### config.mk
export PLATFORM = sky130hd
export DESIGN_NAME = tensor_ctrl_regs_flat
export DESIGN_NICKNAME = d
export VERILOG_FILES = /design/src/rtl/tensor_ctrl_regs_pkg.sv /design/src/rtl/tensor_ctrl_regs_if.sv /design/src/rtl/tensor_ctrl_regs.sv /design/src/flat_wrapper.sv
export SDC_FILE = /design/constraint.sdc
export NUM_CORES = 1
export LEC_CHECK = 0
export CORE_MARGIN = 1.5
export CORE_UTILIZATION = 42
export CTS_CLUSTER_SIZE = 20
export DETAILED_ROUTE_END_ITERATION = 12
export MAX_ROUTING_LAYER = met4
export PLACE_DENSITY = 0.76
export SYNTH_ARGS = -nofsm -noshare
export SYNTH_HDL_FRONTEND = slang
export SYNTH_SLANG_ARGS = --single-unit
### constraint.sdc
create_clock -name clk -period 2.55 [get_ports clk]
set_clock_uncertainty 0.15 [all_clocks]
set_input_delay 0.765 -clock clk [delete_from_list [all_inputs] [get_ports clk]]
set_output_delay 0.765 -clock clk [all_outputs]
set_load 0.05 [all_outputs]
### src/rtl/tensor_ctrl_regs_pkg.sv
// tensor_pkg: register offsets, STATUS bit indices, opcodes and FSM states for tensor_ctrl_regs
package tensor_pkg;
  localparam logic [3:0] TC_CMD = 4'h0, TC_BASE = 4'h4, TC_LEN = 4'h8, TC_STATUS = 4'hC;
  localparam int ST_BUSY = 0, ST_DONE = 1, ST_BUSY_ERR = 2, ST_TIMEOUT = 3, ST_ADDR_ERR = 4;
  typedef enum logic [2:0] {
    OP_NOP, OP_COPY, OP_ADD, OP_MUL, OP_MAC, OP_RELU, OP_MAX, OP_CLR
  } te_op_t;
  typedef enum logic {B_IDLE, B_RESP} bus_state_t;
  typedef enum logic {E_IDLE, E_RUN} eng_state_t;
endpackage

### src/rtl/tensor_ctrl_regs_if.sv
// tensor_ctrl_regs_if: CPU-side tc_* register request/response bus
interface tensor_ctrl_regs_if;
  logic        tc_req;
  logic        tc_lw;
  logic [31:0] tc_addr;
  logic [31:0] tc_data_write;
  logic        tc_ack;
  logic [31:0] tc_read_data;
  modport master(output tc_req, tc_lw, tc_addr, tc_data_write, input tc_ack, tc_read_data);
  modport slave(input tc_req, tc_lw, tc_addr, tc_data_write, output tc_ack, tc_read_data);
endinterface

### src/rtl/tensor_ctrl_regs.sv
// tensor_ctrl_regs: MMIO register window that launches, watches and times out the tensor engine
module tensor_ctrl_regs
  import tensor_pkg::*;
#(
  parameter int TIMEOUT = 65535
) (
  input  logic                 clk,
  input  logic                 rst,
  tensor_ctrl_regs_if.slave    tc,
  output logic                 te_start,
  output te_op_t               te_op,
  output logic [15:0]          te_base,
  output logic [15:0]          te_len,
  output logic                 te_abort,
  input  logic                 te_done
);
  bus_state_t  b_state, b_next;
  eng_state_t  e_state, e_next;
  logic [15:0] base, len, count;
  logic [4:1]  sticky, set, clr;
  logic [3:0]  off;
  logic [31:0] rdata, status;
  logic        acc, addr_ok, wr, busy, start_req, start_ok, start_rej, done_ev, expire;
  always_comb begin
    acc       = b_state == B_IDLE && tc.tc_req;
    b_next    = acc ? B_RESP : B_IDLE;
    addr_ok   = tc.tc_addr[31:4] == 28'd0 && tc.tc_addr[1:0] == 2'd0;
    off       = tc.tc_addr[3:0];
    wr        = acc && !tc.tc_lw && addr_ok;
    busy      = e_state == E_RUN;
    start_req = wr && off == TC_CMD && tc.tc_data_write[0];
    start_ok  = start_req && !busy;
    start_rej = start_req && busy;
    done_ev   = busy && te_done;
    // the watchdog fires on the cycle whose increment makes count equal TIMEOUT; done wins a tie
    expire    = busy && !te_done && count == 16'(TIMEOUT - 1);
    e_next    = start_ok ? E_RUN : (done_ev || expire) ? E_IDLE : e_state;
    set       = {acc && !addr_ok, expire, start_rej, done_ev};
    clr       = wr && off == TC_STATUS ? tc.tc_data_write[4:1] : 4'd0;
    status    = {count, 11'd0, sticky, busy};
    rdata     = off == TC_CMD  ? {28'd0, te_op, busy} :
                off == TC_BASE ? {16'd0, base} :
                off == TC_LEN  ? {16'd0, len} : status;
  end
  always_ff @(posedge clk) begin
    if (rst) begin
      b_state         <= B_IDLE;
      e_state         <= E_IDLE;
      tc.tc_ack       <= 1'b0;
      tc.tc_read_data <= 32'd0;
      base            <= 16'd0;
      len             <= 16'd0;
      count           <= 16'd0;
      sticky          <= 4'd0;
      te_start        <= 1'b0;
      te_abort        <= 1'b0;
      te_op           <= OP_NOP;
      te_base         <= 16'd0;
      te_len          <= 16'd0;
    end else begin
      b_state         <= b_next;
      e_state         <= e_next;
      tc.tc_ack       <= acc;
      tc.tc_read_data <= acc && tc.tc_lw && addr_ok ? rdata : 32'd0;
      if (wr && off == TC_BASE) base <= tc.tc_data_write[15:0];
      if (wr && off == TC_LEN) len <= tc.tc_data_write[15:0];
      sticky          <= (sticky & ~clr) | set;
      te_start        <= start_ok;
      te_abort        <= expire;
      if (start_ok) begin
        te_op   <= te_op_t'(tc.tc_data_write[3:1]);
        te_base <= base;
        te_len  <= len;
        count   <= 16'd0;
      end else if (busy) begin
        count <= count == 16'hFFFF ? count : count + 16'd1;
      end
    end
  end
endmodule

### src/flat_wrapper.sv
// flat-port wrapper written by rule: the top's interface ports become plain ports
module tensor_ctrl_regs_flat import tensor_pkg::*;
#(
  parameter int TIMEOUT = 65535
)
  (clk, rst, te_start, te_op, te_base, te_len, te_abort, te_done, tc_tc_req, tc_tc_lw, tc_tc_addr, tc_tc_data_write, tc_tc_ack, tc_tc_read_data);
  tensor_ctrl_regs_if tc_i ();
  input  logic clk;
  input  logic rst;
  output logic te_start;
  output te_op_t te_op;
  output logic [15:0] te_base;
  output logic [15:0] te_len;
  output logic te_abort;
  input  logic te_done;
  input wire logic [$bits(tc_i.tc_req)-1:0] tc_tc_req;
  input wire logic [$bits(tc_i.tc_lw)-1:0] tc_tc_lw;
  input wire logic [$bits(tc_i.tc_addr)-1:0] tc_tc_addr;
  input wire logic [$bits(tc_i.tc_data_write)-1:0] tc_tc_data_write;
  output wire logic [$bits(tc_i.tc_ack)-1:0] tc_tc_ack;
  output wire logic [$bits(tc_i.tc_read_data)-1:0] tc_tc_read_data;
  assign tc_i.tc_req = tc_tc_req;
  assign tc_i.tc_lw = tc_tc_lw;
  assign tc_i.tc_addr = tc_tc_addr;
  assign tc_i.tc_data_write = tc_tc_data_write;
  assign tc_tc_ack = tc_i.tc_ack;
  assign tc_tc_read_data = tc_i.tc_read_data;
  tensor_ctrl_regs #(.TIMEOUT(TIMEOUT)) u_core (.clk(clk), .rst(rst), .tc(tc_i), .te_start(te_start), .te_op(te_op), .te_base(te_base), .te_len(te_len), .te_abort(te_abort), .te_done(te_done));
endmodule
## Word level (Yosys, flattened, before mapping)

Cells that the tools add are included.

- Bitwise operators: 6
- $add $sub $neg: 1
- Reductions and logical operators: 31
- Mux-type cells: 7
- Eq/ne operators: 5

Operator list:

| operator | count |
|---|---|
| $eq A16 B16 Y1 const B | 2 |
| $mux W16 | 2 |
| $logic_not A28 Y1 | 1 |
| $logic_and A1 B1 Y1 | 17 |
| $add A16 B1 Y16 const B | 1 |
| $eq A4 B4 Y1 const B | 2 |
| $mux W4 | 2 |
| $reduce_or A5 Y1 | 1 |
| $and A4 B4 Y4 | 1 |
| $eq A4 B3 Y1 const B | 1 |
| $logic_not A1 Y1 | 4 |
| $logic_not A4 Y1 | 1 |
| $not A4 Y4 | 1 |
| $or A4 B4 Y4 | 1 |
| $reduce_or A2 Y1 | 2 |
| $mux W1 | 3 |
| $not A1 Y1 | 3 |
| $reduce_or A3 Y1 | 1 |
| $logic_not A2 Y1 | 1 |
| $reduce_and A2 Y1 | 1 |
| $reduce_bool A2 Y1 | 1 |
| $logic_or A1 B1 Y1 | 1 |

- Output and inout port bits: 70
- Flip-flop bits (word level): 124
- Word-level logic and storage cells: 65

## Depth between registers and ports, before layout

Gate-level depths: netlist of the first run.

- Depth in word-level cells: 9
- Gate-level depth with buffers: 9
- Gate-level depth less buffers: 6

## Worst setup path before layout of the first run

Ideal clock, no wire load.

- Path kind: input -> register
- From: input port tc_tc_addr[14]
- To: register u_core.base[10]
- Slack: 0.007 ns
- Stages: 6
- Setup time: 0.128 ns
- Arrival time: 2.266 ns
- Data required time: 2.272 ns
- Path through: nor4_2 -> nand4_2 -> nor4_4 -> buf_6 -> mux2i_1 -> nor2_1

- Longest elaborated chain between the ends: 4

Ends and longest elaborated chain:

| element | RTL line | source |
|---|---|---|
| from (decl) | flat_wrapper.sv:18 | `input wire logic [$bits(tc_i.tc_addr)-1:0] tc_tc_addr;` |
| $logic_not A28 Y1 | tensor_ctrl_regs.sv:27 | `addr_ok = tc.tc_addr[31:4] == 28'd0 && tc.tc_addr[1:0] == 2'd0;` |
| $logic_and A1 B1 Y1 | tensor_ctrl_regs.sv:27 |  |
| $logic_and A1 B1 Y1 | tensor_ctrl_regs.sv:29 | `wr = acc && !tc.tc_lw && addr_ok;` |
| $logic_and A1 B1 Y1 | tensor_ctrl_regs.sv:65 | `if (wr && off == TC_BASE) base <= tc.tc_data_write[15:0];` |
| to (signal assigned) | tensor_ctrl_regs.sv:65 |  |
| to (decl) | tensor_ctrl_regs.sv:19 | `logic [15:0] base, len, count;` |

No other way between the ends.
A chain may end at the register's enable or synchronous reset.

## Final worst setup path of the first run

- From: input port tc_tc_addr[9]
- To: register u_core.base[10]

Same word-level chain as after synthesis.

==> flow_summary.yaml, run 1 <==
drt:
  drc: 0
  drtAntennaViolNets: 0
  wire_per_inst_um: 15.7
  vias: 3844
  wl_mm: 11.7
  vias_per_cell: 5.18
  drt_pass1_iterations: 4
  drt_iter0_drc: 132
grt:
  grt_start_max_net_pins: 39
  met1_usage_pct: 26.0
  grt_pass1_vias: 3881
  grt-ovfl-total: 0
  grt_pass1_wl_mm: 18.8
  grt_util_met2_pct: 35.4
  antenna_found_initial: 0
  grtUsageMet3_pct: 5.81
  top_usage_layer: "met2"
  grtUsageTotal_pct: 21.7
sta:
  worst_pin_slew_ns: 0.541
  rsz0062_at_grt: "false"
  period_share_pct: 96.8
  finalSetupViolCount: 0
  min_period_ns: 2.47
  drv_slew: 0
  fin_hold_ws_ns: 0.323
  fmax_mhz: 405
  maxSlewHeadroom_pct: 64.1
  hold_viol_final: 0
logic_synthesis:
  synth_cell_types: 46
  yosysTopAreaCellShare_pct: 53.5
  netlist_area_um2: 4600
  synth_edf_count: 0
  syn-num-nets: 509
  synth.avg_cell_area_um2: 10.5
  postSynthCellCount: 438
  yosysTopAreaCell: "dfxtp_1"
  seq_area_frac_synth_pct: 53.5
  async_reset_ff_share_pct: 0
  yosys_warnings: 0
  yosys-top-cells-area: "dfxtp_1 54%, mux2i_1 7.6%, a22o_1 6.9%, nor2_1 5.5%, nor4_4 2.8%"
  synth_ff_type: "dfxtp_1"
  ys_seq_elements: 123
run:
  cap_violations: 0
worst_setup_path:
  reg2reg_depth: 5
  timing.rr.end: "u_core.count[12]$_SDFFE_PP0P_"
  reg2reg_from: "u_core.count[4]$_SDFFE_PP0P_"
  cp.arrival_ns: 2.71
  reg2reg_slack_ns: 0.52
  start_kind: "input pin"
  worstSetupEndpointType: "flop"
  path_class: "input pin to flop"
  cp_max_fo: 16
  cp.required_ns: 2.79
die:
  die_area_um2: 11600
  die_h_um: 108
  die_w_um: 108
  core_region_area_um2: 10700
  pin_count: 139
  start_util_pct: 42.8
  row_count: 38
cells_and_area:
  nets: 660
  final_common_cell: "dfxtp_1"
  regArea_um2: 2460
  multi_input_area_um2: 2000
  design_area_um2: 6800
  final_cell_mix: "123 x dfxtp_1, 66 x nor2_1, 59 x dlygate4sd2_1"
  diodes: 0
  n_fill_cell: 904
  area_growth_pct: 47.8
  drive_above_1_share_pct: 15.1
min_path:
  hold_class: "flop to flop"
  holdPathStages: 1
  min_to: "u_core.te_base[14]$_SDFFE_PP0P_"
  hold_start: "u_core.te_base[14]$_SDFFE_PP0P_"
cts:
  root_buffer: "clkbuf_8"
  worst_setup_hold_path_clk_slew_ns: 0.06
  clock-sinks: 123
  ctsHoldBuffers: 0
  clock_path_buffers: 2
  cts_setup_buffers: 0
  cts_max_level: 4
  cts_tree: "done"
  clock_latency_ns: 0.52
  cts_buffers: 17
placement:
  port-buffer-count: 122
  finalWeightedCongestion: 0.848
  place_hpwl_mm: 8.06
  postPlaceCellArea_um2: 6220
power:
  leakage_nw: 2.94
  peakVddDrop_uv: 397
  p_per_area_nw_per_um2: 670
outcome:
  outcome: "completed"
Yosys cell counts, drive strengths merged, types with 2 or more instances:
| cell | count |
|---|---|
| dfxtp | 123 |
| nor2 | 68 |
| a22o | 36 |
| mux2i | 35 |
| nor4 | 18 |
| and2 | 17 |
| nand2 | 17 |
| clkbuf | 15 |
| a22oi | 12 |
| buf | 12 |
| xnor2 | 12 |
| a21oi | 8 |
| nand4 | 7 |
| nor3 | 7 |
| a211oi | 6 |
| nand3 | 6 |
| inv | 5 |
| o21ai | 4 |
| or2 | 4 |
| and4 | 3 |
| nor2b | 3 |
| a211o | 2 |
| ha | 2 |
| nand3b | 2 |
| or3 | 2 |
routing by layer:
layer / vias up / share of wire [%] / wire length (µm)
met5: - / 0 / 0
met4: 0 / 1.8 / 208
met3: 17 / 4.6 / 532
met2: 126 / 50 / 5820
met1: 1841 / 44 / 5110
li1: 1860 / - / -
logic make-up (layout without fill, tap and decap cells):
logic type	Yosys count	count (layout)	share of synthesized area [%]
adder cells (fa/ha/maj)	2	2	0.544
multiplexers	35	35	7.61
XOR/XNOR	13	13	2.47
AO/OA/AOI/OAI	74	74	12.6
flip-flops	123	123	53.5
AND/OR/NAND/NOR	159	159	20.0
buffers and inverters	32	196	3.26
layout make-up:
class / count / share of cell area [%]
timing repair buffer: 159 / 22.5
clock buffer: 22 / 6.95
tap: 140 / 2.57
sequential: 123 / 36.2
multi-input combinational: 283 / 29.4
inverter: 5 / 0.276
clock inverter: 10 / 2.04
worst max-delay path by stage:
stage                                          start                            to  slack, ns  cells past startpoint
2_1_floorplan                         tc_tc_addr[14]  u_core.base[10]$_SDFFE_PP0P_      0.007                      6
3_3_place_gp                           tc_tc_addr[5]   u_core.base[0]$_SDFFE_PP0P_      -0.40                      8
3_5_place_dp                           tc_tc_addr[5]  u_core.base[10]$_SDFFE_PP0P_      -0.48                      8
4_1_cts        u_core.tc.tc_read_data[19]$_SDFF_PP0_           tc_tc_read_data[19]      0.002                      1
5_1_grt                                tc_tc_addr[4]  u_core.base[10]$_SDFFE_PP0P_      0.005                      8
6_report                               tc_tc_addr[9]  u_core.base[10]$_SDFFE_PP0P_       0.08                      8
worst max-delay path, cell delays in order:
cell and delay, ns:
clkdlybuf4s50_1 0.42, nor4_2 0.36, nand4_2 0.16, buf_4 0.18
nor4_4 0.29, buf_12 0.23, mux2i_1 0.22, nor2_1 0.07
flip-flops by register name, indices dropped and copies added (netlist names):
signal,count
u_core.b_state,1
u_core.base,16
u_core.busy,1
u_core.count,16
u_core.len,16
u_core.sticky,4
u_core.tc.tc_read_data,32
u_core.te_abort,1
u_core.te_base,16
u_core.te_len,16
u_core.te_op,3
u_core.te_start,1
power by group:
part / total (mW) / internal, mW / switching [mW]
Clock: 2.43 / 1.59 / 0.840
Combinational: 0.200 / 0.110 / 0.0900
Sequential: 1.93 / 1.93 / 0.00121
Total: 4.56 / 3.63 / 0.931
stage by stage:
step / std cells / util, % / setup TNS [ns] / worst slack, ns / total power, mW
5_1_grt: 742 / 63.3 / 0 / 0.00462 / 4.69
3_5_place_dp: 710 / 57.9 / -40.71 / -0.477 / 2.17
6_report: 742 / 63.3 / 0 / 0.0807 / 4.56
3_3_place_gp: 710 / 57.9 / -37.83 / -0.400 / 2.16
4_1_cts: 742 / 62.9 / 0 / 0.00185 / 4.59
2_1_floorplan: 438 / - / 0 / 0.00653 / 2.02
what timing repair did:
item	4_1_cts	5_1_grt
resized for setup	59	16
endpoints found under the setup margin	59	39
pin swaps	0	1
Power figures use the tool's default switching activity.
==> inputs of run 2 (changes only) <==
--- a/config.mk
+++ b/config.mk
@@ -9,6 +9,7 @@
 export CORE_UTILIZATION = 42
 export CTS_CLUSTER_SIZE = 20
 export DETAILED_ROUTE_END_ITERATION = 12
+export GPL_TIMING_DRIVEN = 0
 export MAX_ROUTING_LAYER = met4
 export PLACE_DENSITY = 0.76
 export SYNTH_ARGS = -nofsm -noshare
==> constraint.sdc (replaced) <==
create_clock -name clk -period 2.55 [get_ports clk]
set_clock_uncertainty 0.15 [all_clocks]
set_input_delay 0.3825 -clock clk [delete_from_list [all_inputs] [get_ports clk]]
set_output_delay 0.3825 -clock clk [all_outputs]
set_load 0.05 [all_outputs]
==> run 2 against run 1 <==
Compared with the run above:
- sequential power about the same
- clock power decreased by 3%
- combinational power fell by 9.5%
- die area is the same
- first-iteration DRC count increased by 39%
- fmax is 1.5% higher
- non-clock buffer count is 6 lower
- count of clock-buffer cells in the layout fell by 2
- register-to-register slack lost 0.25 ns
- wire length is 2.3% higher
- sequential share of layout area rose by 0.93 points
- total power fell by 2.2%
==> flow_summary.yaml, run 2 (synthesized netlist as in run 1, its figures left out) <==
cts:
  root_buffer: "clkbuf_8"
  ctsHoldBuffers: 0
  cts_max_level: 4
  worst_setup_hold_path_clk_slew_ns: 0.06
  cts_buffers: 17
  cts_tree: "done"
  clock_path_buffers: 2
  clock_latency_ns: 0.53
  clock-sinks: 123
grt:
  grt_pass1_vias: 3762
  grt_pass1_wl_mm: 18.8
  grt_start_max_net_pins: 17
  grtUsageTotal_pct: 22.0
  grt-ovfl-total: 0
  antenna_found_initial: 0
sta:
  tns_ns: 0
  period_share_pct: 95.4
  min_period_ns: 2.43
  fmax_mhz: 411
  fin_ws_ns: 0.118
  worst_pin_slew_ns: 1.05
  hold_viol_final: 0
  finalSetupViolCount: 0
  drv_slew: 0
  maxSlewHeadroom_pct: 29.6
power:
  power_mw: 4.46
  leakage_nw: 2.33
  peakVddDrop_uv: 315
  p_per_area_nw_per_um2: 672
cells_and_area:
  top_register: "u_core.tc.tc_read_data"
  final_cell_mix: "123 x dfxtp_1, 119 x clkdlybuf4s50_1, 67 x nor2_1"
  area_growth_pct: 44.1
  final_util_pct: 61.7
  nets: 654
  drive_above_1_share_pct: 11.5
  diodes: 0
  final_common_cell: "dfxtp_1"
  largest_reg_flops: 32
drt:
  vias: 3847
  wire_per_inst_um: 16.3
  drtAntennaViolNets: 0
  vias_per_cell: 5.26
  wl_mm: 11.9
  drc: 0
  drt_pass1_iterations: 4
  drt_iter0_drc: 184
placement:
  finalWeightedCongestion: 0.870
  preCtsSetupSlack_ns: -0.578
  port-buffer-count: 119
  place_hpwl_mm: 8.47
die:
  core_region_area_um2: 10700
  die_area_um2: 11600
  start_util_pct: 42.8
  die_w_um: 108
  die_h_um: 108
  pin_count: 139
  row_count: 38
worst_setup_path:
  start_kind: "input pin"
  path_class: "input pin to flop"
  cp.required_ns: 2.85
  cp_max_fo: 10
  worstSetupEndpointType: "flop"
  cp.arrival_ns: 2.74
run:
  cap_violations: 0
outcome:
  outcome: "completed"
min_path:
  hold_class: "input pin to flop"
[run 2: stage by stage]
stage	cell area [µm²]	cells	hold WS, ns
finish	6630	732	0.0790
global route	6630	732	0.0881
CTS	6560	725	0.0712
detailed placement	5970	697	0.316
global placement	5970	697	0.312
floorplan	4600	438	0.312
[run 2: area by class of cell]
type	instances	area, µm²
Buffer	27	134
Tap cell	140	175
Multi-Input combinational cell	283	2020
Clock inverter	8	120
Inverter	5	18.8
Fill cell	893	4110
Sequential cell	123	2460
Timing Repair Buffer	126	1240
Clock buffer	20	455
[run 2: final timing paths]
check	depth (start not counted)	endpoint	from	slack, ns
worst min-delay path	3	u_core.tc.tc_read_data[0]$_SDFF_PP0_	tc_tc_addr[2]	0.08
worst max-delay path	7	u_core.tc.tc_read_data[12]$_SDFF_PP0_	tc_tc_addr[25]	0.12
worst min register to register	1	u_core.te_base[10]$_SDFFE_PP0P_	u_core.te_base[10]$_SDFFE_PP0P_	0.33
worst max register to register	5	u_core.count[5]$_SDFFE_PP0P_	u_core.count[11]$_SDFFE_PP0P_	0.27
[run 2: worst max-delay path, cell delays in order]
cell and delay [ns]:
clkdlybuf4s50_1 0.45, nor4_4 0.35, and4_2 0.29, nand4_1 0.33, or2_2 0.46, clkbuf_1 0.29, nor2_1 0.18
[run 2: report_power, final]
| part | switching (mW) | total [mW] | internal, mW |
|---|---|---|---|
| Clock | 0.811 | 2.35 | 1.54 |
| Combinational | 0.0914 | 0.181 | 0.0897 |
| Sequential | 0.00120 | 1.93 | 1.93 |
[run 2: routing by layer]
layer	global-route usage, %	part of all wire [%]	vias up
met5	-	0	-
met1	26.6	44	1818
met3	5.99	6.5	18
li1	-	-	1855
met4	8.08	1.7	0
met2	35.4	48	156
[run 2: what timing repair did]
| item | CTS | global route |
|---|---|---|
| buffers inserted | 0 | 7 |
| endpoints found under the setup margin | 24 | 43 |
| pin swaps | 0 | 1 |
| gates resized for setup | 2 | 7 |
